[src/rtl/fizz_buzz_pkg.sv]
// Shared types and helpers for the Fizz Buzz checker and its expected-sequence
// generator: result selector encodings, the checker state type, and the
// selector derivation from the mod-3 / mod-5 zero flags.
package fizz_buzz_pkg;

  localparam logic [2:0] SEL_NUM      = 3'b000;
  localparam logic [2:0] SEL_FIZZ     = 3'b001;
  localparam logic [2:0] SEL_BUZZ     = 3'b010;
  localparam logic [2:0] SEL_FIZZBUZZ = 3'b100;

  typedef enum logic [1:0] {
    ST_IDLE = 2'd0,
    ST_REQ  = 2'd1,
    ST_RECV = 2'd2,
    ST_FIN  = 2'd3
  } fb_state_e;

  // FizzBuzz takes priority over Buzz, which takes priority over Fizz.
  function automatic logic [2:0] sel_of(input logic m3_zero, input logic m5_zero);
    if (m3_zero && m5_zero) return SEL_FIZZBUZZ;
    if (m5_zero)            return SEL_BUZZ;
    if (m3_zero)            return SEL_FIZZ;
    return SEL_NUM;
  endfunction

endpackage

[src/rtl/fizz_buzz_expect.sv]
// Expected-sequence generator: walks idx = 1, 2, 3, ... and the matching
// Fizz/Buzz selector using wrapping mod-3 / mod-5 counters (no divider).
//   CLK, RESET_n : clock, async active-low reset (counters clear to 0)
//   init         : load idx=1, m3=1, m5=1
//   adv          : step to the next index (ignored while init is high)
//   idx, sel     : current expected number and selector
module fizz_buzz_expect
  import fizz_buzz_pkg::*;
(
  input  logic        CLK,
  input  logic        RESET_n,
  input  logic        init,
  input  logic        adv,
  output logic [31:0] idx,
  output logic [2:0]  sel
);

  logic [1:0] m3;
  logic [2:0] m5;

  always_ff @(posedge CLK or negedge RESET_n) begin
    if (!RESET_n) begin
      idx <= '0;
      m3  <= '0;
      m5  <= '0;
    end else if (init) begin
      idx <= 32'd1;
      m3  <= 2'd1;
      m5  <= 3'd1;
    end else if (adv) begin
      idx <= idx + 32'd1;
      m3  <= (m3 == 2'd2) ? 2'd0 : m3 + 2'd1;
      m5  <= (m5 == 3'd4) ? 3'd0 : m5 + 3'd1;
    end
  end

  assign sel = sel_of(m3 == 2'd0, m5 == 3'd0);

endmodule

[config.mk]
export PLATFORM = sky130hd
export DESIGN_NAME = fizz_buzz_expect
export DESIGN_NICKNAME = d
export VERILOG_FILES = /design/src/rtl/fizz_buzz_pkg.sv /design/src/rtl/fizz_buzz_expect.sv
export SDC_FILE = /design/constraint.sdc
export NUM_CORES = 1
export LEC_CHECK = 0
export ABC_AREA = 1
export CAP_MARGIN = 5
export CORE_ASPECT_RATIO = 1.4
export CORE_MARGIN = 8
export CORE_UTILIZATION = 30
export DETAILED_ROUTE_END_ITERATION = 6
export PLACE_DENSITY = 0.58
export SYNTH_ARGS = -nofsm -noshare
export SYNTH_HDL_FRONTEND = slang
export SYNTH_SLANG_ARGS = --single-unit
[constraint.sdc]
create_clock -name CLK -period 1.7 [get_ports CLK]
set_clock_uncertainty 0.15 [all_clocks]
set_input_delay 0.34 -clock CLK [delete_from_list [all_inputs] [get_ports CLK]]
set_output_delay 0.34 -clock CLK [all_outputs]
set_load 0.02 [all_outputs]
==> flow_summary.toml, run 1 <==
[power_and_ir_drop]
power-per-cell-area_nw_per_um2 = 587.6
p_leak_nw = 1.535
vdd_drop_max_uv = 287.9

[floorplan]
die_h_um = 117.4
dieArea_um2 = 10380
coreArea_um2 = 7222
die_x_um = 88.43
start_util = 0.3051
ios = 39
num_rows = 37

[synth]
avgSynthCellArea_um2 = 7.272
syn_area_um2 = 2203
netlist.area_leader.share = 0.4202
synth_nets = 310
synth_cells = 303
yosysWarnings = 0
synth_cell_types = 23
synth_top_area_cell = "dfrtp_1"
synthTopCellsByArea = "dfrtp_1 42%, nand2_1 12%, nor2_1 11%, inv_1 6.3%, nand3_1 6.1%"
synth-seq-area-share = 0.4202
ys_ff_latch = 37

[detailed_routing]
firstDrtPassIters = 4
routed-via-count = 2164
drt-initial-drc-count = 84
drc = 0
wl_mm = 6.271
post_drt_wl_per_cell_um = 13.26
via_per_inst = 4.575
final_antenna_net_count = 0

[global_route]
grt_overflow = 0
grt_use_total = 0.1257
antenna_found_initial = 0
first_global_vias = 2273
grt_max_degree = 23
grt_pass1_wl_mm = 10.47

[critical_path]
path_class = "reg -> out"
crit_fanout = 2
start_kind = "flip-flop"
required_ns = 1.21
cp_data_arrival_time_ns = 1.31
critPathCaptureType = "primary output"

[sta]
fin_crit_sh = 1.057
finalSetupViolCount = 3
rsz0062_at_grt = "yes"
max_freq_ghz = 0.5568
slew_violations = 0
relSlewSlack = 0.7393
final.setup.worst_slack_ns = -0.09610
tightest_slew_ns = 0.3910
hold_viol = 0
fin_crit_ns = 1.796

[job]
maxCapViolCount = 0

[outcome]
violations = "setup timing"
outcome = "finished with violations"

[min_path]
hold_path_class = "in -> reg"

[place]
routabilityCongestion = 0.8105
post-place-ws_ns = -0.3385
dp_hpwl_mm = 4.736
portBuffers = 38

[cts]
clockBufferDepth = 2
clockRootBuffer = "clkbuf_8"
clock_latency_ns = 0.29
cts_made_buffers = 5
clkTransAtPathRegs_ns = 0.07
h-tree-depth = 2
cts.sinks = 37
cts_tree = "yes"

[cells_and_area]
area_growth_pct = 39.98
final_util = 0.4271
nets = 383
layout_commonest_cell = "nand2_1"
seq_area_um2 = 927.1
final_cell_mix = "66 x nand2_1, 52 x nor2_1, 36 x dfrtp_1"
fillers = 774
drive_above_1_share = 0.2154
multi_input_area_um2 = 1202
antennaDiodeCount = 0
==> critical path, stage by stage (launching register included) <==
cell and delay (ns):
dfrtp_1 0.40, inv_2 0.09, ha_4 0.14, inv_2 0.04, nor2_4 0.08, inv_2 0.06
nor2_2 0.09, buf_6 0.12
==> layout make-up <==
cell class / instances / share of cell area
multi-input combinational: 225 / 0.3899
tap: 97 / 0.03935
timing repair buffer: 69 / 0.1959
clock buffer: 7 / 0.02799
sequential: 37 / 0.3006
inverter: 38 / 0.04625
==> synth_stat cells <==
library cell and instances:
nand2_1 68, nor2_1 62, dfrtp_1 37, inv_1 37, nand3_1 27, a21oi_1 23
o21ai_0 9, nor2_4 7, nor3_1 5, o21ai_1 4, a31oi_1 3, ha_1 3
buf_4 2, nand2_2 2, nand2_4 2, nand3_4 2, nand4_1 2, nor2_8 2
xnor2_1 2, clkbuf_1 1, clkbuf_2 1, inv_2 1, o21a_1 1
==> layer usage <==
metal	GRT usage	vias up	part of all wire
met4	0.04995	0	0.019
met1	0.1348	1018	0.39
met2	0.2283	32	0.55
met3	0.02376	7	0.035
met5	0	-	0
li1	-	1107	-
==> final timing paths <==
check                           depth (start not counted)  slack, ns                   to                from
worst max-delay path                                    7       -0.1               sel[1]   m5[0]$_DFFE_PN0P_
worst max register to register                          8       0.04  idx[18]$_DFFE_PN0P_  idx[1]$_DFFE_PN0P_
worst min-delay path                                    4       0.29   idx[1]$_DFFE_PN0P_                 adv
max in group asynchronous                               3       0.57  idx[23]$_DFFE_PN0P_             RESET_n
min in group asynchronous                               2       0.38   idx[3]$_DFFE_PN0P_             RESET_n
worst min register to register                          1       0.37   idx[4]$_DFFE_PN0P_  idx[4]$_DFFE_PN0P_
==> registers in the layout, summed over array words and instances (netlist names) <==
register	cells
m5	3
m3	2
idx	32
==> stage by stage <==
step	hold WS, ns	total power, mW	area (um2)	cells	setup TNS [ns]
6_report	0.2882	1.812	3084	473	-0.2021
5_1_grt	0.3307	1.906	3084	473	-0.6342
4_1_cts	0.3776	1.809	2969	469	-0.2947
3_5_place_dp	0.1379	1.157	2883	458	-5.757
3_3_place_gp	0.1372	1.153	2883	458	-4.843
2_1_floorplan	-0.1056	1.034	2205	303	0
==> timing repair <==
| item | in CTS | in global routing |
|---|---|---|
| hold endpoints to repair | 15 | 0 |
| hold buffers | 1 | 0 |
| buffers inserted | 3 | 3 |
| setup endpoints to repair | 35 | 11 |
| gates resized for setup | 53 | 25 |
| pin swaps | 5 | 12 |
| cloned | 0 | 1 |
==> cell families after synthesis <==
| logic type | Yosys count | share of synthesized area |
|---|---|---|
| buf+inv | 42 | 0.07552 |
| fa+ha+maj | 3 | 0.01704 |
| xor+xnor | 2 | 0.007951 |
| compound gates | 40 | 0.09370 |
| flops | 37 | 0.4202 |
| simple gates | 179 | 0.3856 |
==> where the power goes <==
group	switching [mW]	total (mW)	internal [mW]
clock	0.318	0.640	0.322
sequential	0.0165	0.915	0.899
combinational	0.139	0.257	0.118
total	0.473	1.81	1.34
No activity file was read; power rests on OpenSTA's default activity.
==> run 2: changes to the inputs <==
--- a/config.mk
+++ b/config.mk
@@ -11,7 +11,8 @@
 export CORE_MARGIN = 8
 export CORE_UTILIZATION = 30
 export DETAILED_ROUTE_END_ITERATION = 6
-export PLACE_DENSITY = 0.58
+export DONT_BUFFER_PORTS = 1
+export PLACE_DENSITY = 0.51
 export SYNTH_ARGS = -nofsm -noshare
 export SYNTH_HDL_FRONTEND = slang
 export SYNTH_SLANG_ARGS = --single-unit
==> run 2 against run 1 <==
Net effect:
- the flow still finishes with violations (setup timing)
- critical path depth did not move
- sequential cell count is the same
- maximum frequency is 2.3% lower
- combinational power is 19% lower
- via count is 3.0% lower
- largest power group unchanged
- wire length increased by 0.91%
- largest cell class unchanged
- register-to-register slack lost 0.02 ns
- final area shrank 8.1%
- cell count down 4.0%
- non-clock buffer count is 19 lower
- clock-buffer cell count is 1 higher
==> flow_summary.toml, run 2 (synthesized netlist as in run 1, its figures left out) <==
[outcome]
outcome = "finished with violations"
violations = "setup timing"

[critical_path]
critPathCaptureType = "primary output"
r2r_start = "idx[1]$_DFFE_PN0P_"
required_ns = 1.21
crit_fanout = 2
critPathLaunch = "m5[1]$_DFFE_PN0P_"
path_class = "reg -> out"
cp-endpoint = "sel[2]"
cp_data_arrival_time_ns = 1.35
rrSetupSlack_ns = 0.02
start_kind = "flip-flop"
r2r_cells = 8
r2r_end = "idx[17]$_DFFE_PN0P_"

[place]
routabilityCongestion = 0.8095
dp_hpwl_mm = 4.681
portBuffers = 0
dp.cells = 433

[global_route]
grt_util_met3 = 0.03284
use_met1 = 0.1391
met2_usage = 0.2236
grt_overflow = 0
first_global_vias = 2019
grt_max_degree = 38
antenna_found_initial = 0
grt_use_total = 0.1287
grt_pass1_wl_mm = 10.36
busiest_layer = "met2"

[min_path]
hold_depth = 2
holdCritStartpoint = "adv"
hold_path_class = "in -> reg"

[cells_and_area]
final_cell_mix = "68 x nand2_1, 56 x nor2_1, 46 x buf_4"
regMostFlops = "idx"
drive_above_1_share = 0.2353
fillers = 804
nets = 363
largest_reg_flops = 32
area_growth_pct = 28.62
instances_no_fill = 454
antennaDiodeCount = 0
layout_commonest_cell = "nand2_1"
largestRegisters = "idx (32), m5 (3), m3 (2)"
final_util = 0.3924

[sta]
tightest_slew_ns = 0.3676
max_freq_ghz = 0.5438
relSlewSlack = 0.7530
hold_viol = 0
slew_violations = 0
final.setup.worst_slack_ns = -0.1391
rsz0062_at_grt = "yes"
fin_crit_ns = 1.839
hold_ws_ns = 0.01468
finalSetupViolCount = 3
fin_crit_sh = 1.082
fin_tns_setup_ns = -0.2812

[power_and_ir_drop]
p_clk_frac = 0.355
combPwrFrac = 0.119
vdd_drop_max_uv = 268.9
seqPwrFrac = 0.526
p_sw_frac = 0.2687
power-per-cell-area_nw_per_um2 = 617.1
p_total_mw = 1.749
p_leak_nw = 1.323
switchingPower_mw = 0.4699
p_int_mw = 1.279

[detailed_routing]
post_drt_wl_per_cell_um = 13.94
drt-initial-drc-count = 112
routed-via-count = 2099
wl_mm = 6.328
firstDrtPassIters = 4
via_per_inst = 4.623
drc = 0
final_antenna_net_count = 0

[job]
maxCapViolCount = 0

[floorplan]
die_x_um = 88.43
coreArea_um2 = 7222
dieArea_um2 = 10380
num_rows = 37
ios = 39
die_h_um = 117.4
start_util = 0.3051

[cts]
clock_latency_ns = 0.30
cts_made_buffers = 5
cts.sinks = 37
clkTransAtPathRegs_ns = 0.07
clockBufferDepth = 2
h-tree-depth = 2
cts_tree = "yes"
clockRootBuffer = "clkbuf_8"
==> run 2: cell types whose count changed in the layout (fill, tap and decap cells not counted), sizes merged <==
cell,delta
dlygate4sd2,-32
buf,+14
dlymetal6s2s,-2
clkbuf,+1
dlygate4sd3,+1
nor2,-1
==> run 2: per-stage QoR <==
stage,area [um2],worst slack (ns)
2_1_floorplan,2205,0.005585
3_3_place_gp,2580,0.1056
3_5_place_dp,2580,0.05803
4_1_cts,2718,-0.1794
5_1_grt,2834,-0.1976
6_report,2834,-0.1391
==> run 2: repair_timing <==
| action | in CTS | in global routing |
|---|---|---|
| pin swaps | 0 | 10 |
| endpoints found under the setup margin | 3 | 13 |
| hold endpoints to repair | 39 | 0 |
| setup buffers | 2 | 8 |
| hold buffers | 3 | 0 |
| resized for setup | 2 | 16 |
==> run 2: how the worst min path moves through the flow <==
stage                     endpoint  slack, ns
2_1_floorplan   idx[0]$_DFFE_PN0P_      -0.11
3_3_place_gp    idx[9]$_DFFE_PN0P_      -0.10
3_5_place_dp   idx[10]$_DFFE_PN0P_      -0.10
4_1_cts         idx[0]$_DFFE_PN0P_      0.005
5_1_grt         idx[1]$_DFFE_PN0P_       0.03
6_report        idx[0]$_DFFE_PN0P_       0.01
==> run 2: power groups by stage <==
stage	Sequential, mW	Clock [mW]	Combinational, mW
4_1_cts	0.915	0.643	0.184
3_5_place_dp	0.932	0	0.147
6_report	0.920	0.620	0.209
5_1_grt	0.922	0.690	0.231
3_3_place_gp	0.932	0	0.146
2_1_floorplan	0.943	0	0.0912
==> run 2: cell type report <==
type | instances | area (um2) | area share
flip-flops and latches | 37 | 927.1 | 0.3272
inverters | 38 | 142.6 | 0.05033
repair buffers | 50 | 396.6 | 0.1400
well taps | 97 | 121.4 | 0.04283
clock buffers | 8 | 80.08 | 0.02826
multi-input cells | 224 | 1166 | 0.4115
==> run 2: layer usage <==
metal  up-vias  routed length (um)  share of wire
li1       1074                   -              -
met1       980                2509           0.40
met2        36                3376           0.53
met3         9                 315          0.050
met4         0                 126          0.020
met5         -                   0              0
==> run 2: critical path: stages (launching register included) <==
cell,delay (ns)
dfrtp_1,0.40
inv_2,0.09
ha_4,0.14
inv_2,0.04
nor2_4,0.10
inv_2,0.04
nor2_1,0.10
buf_4,0.15
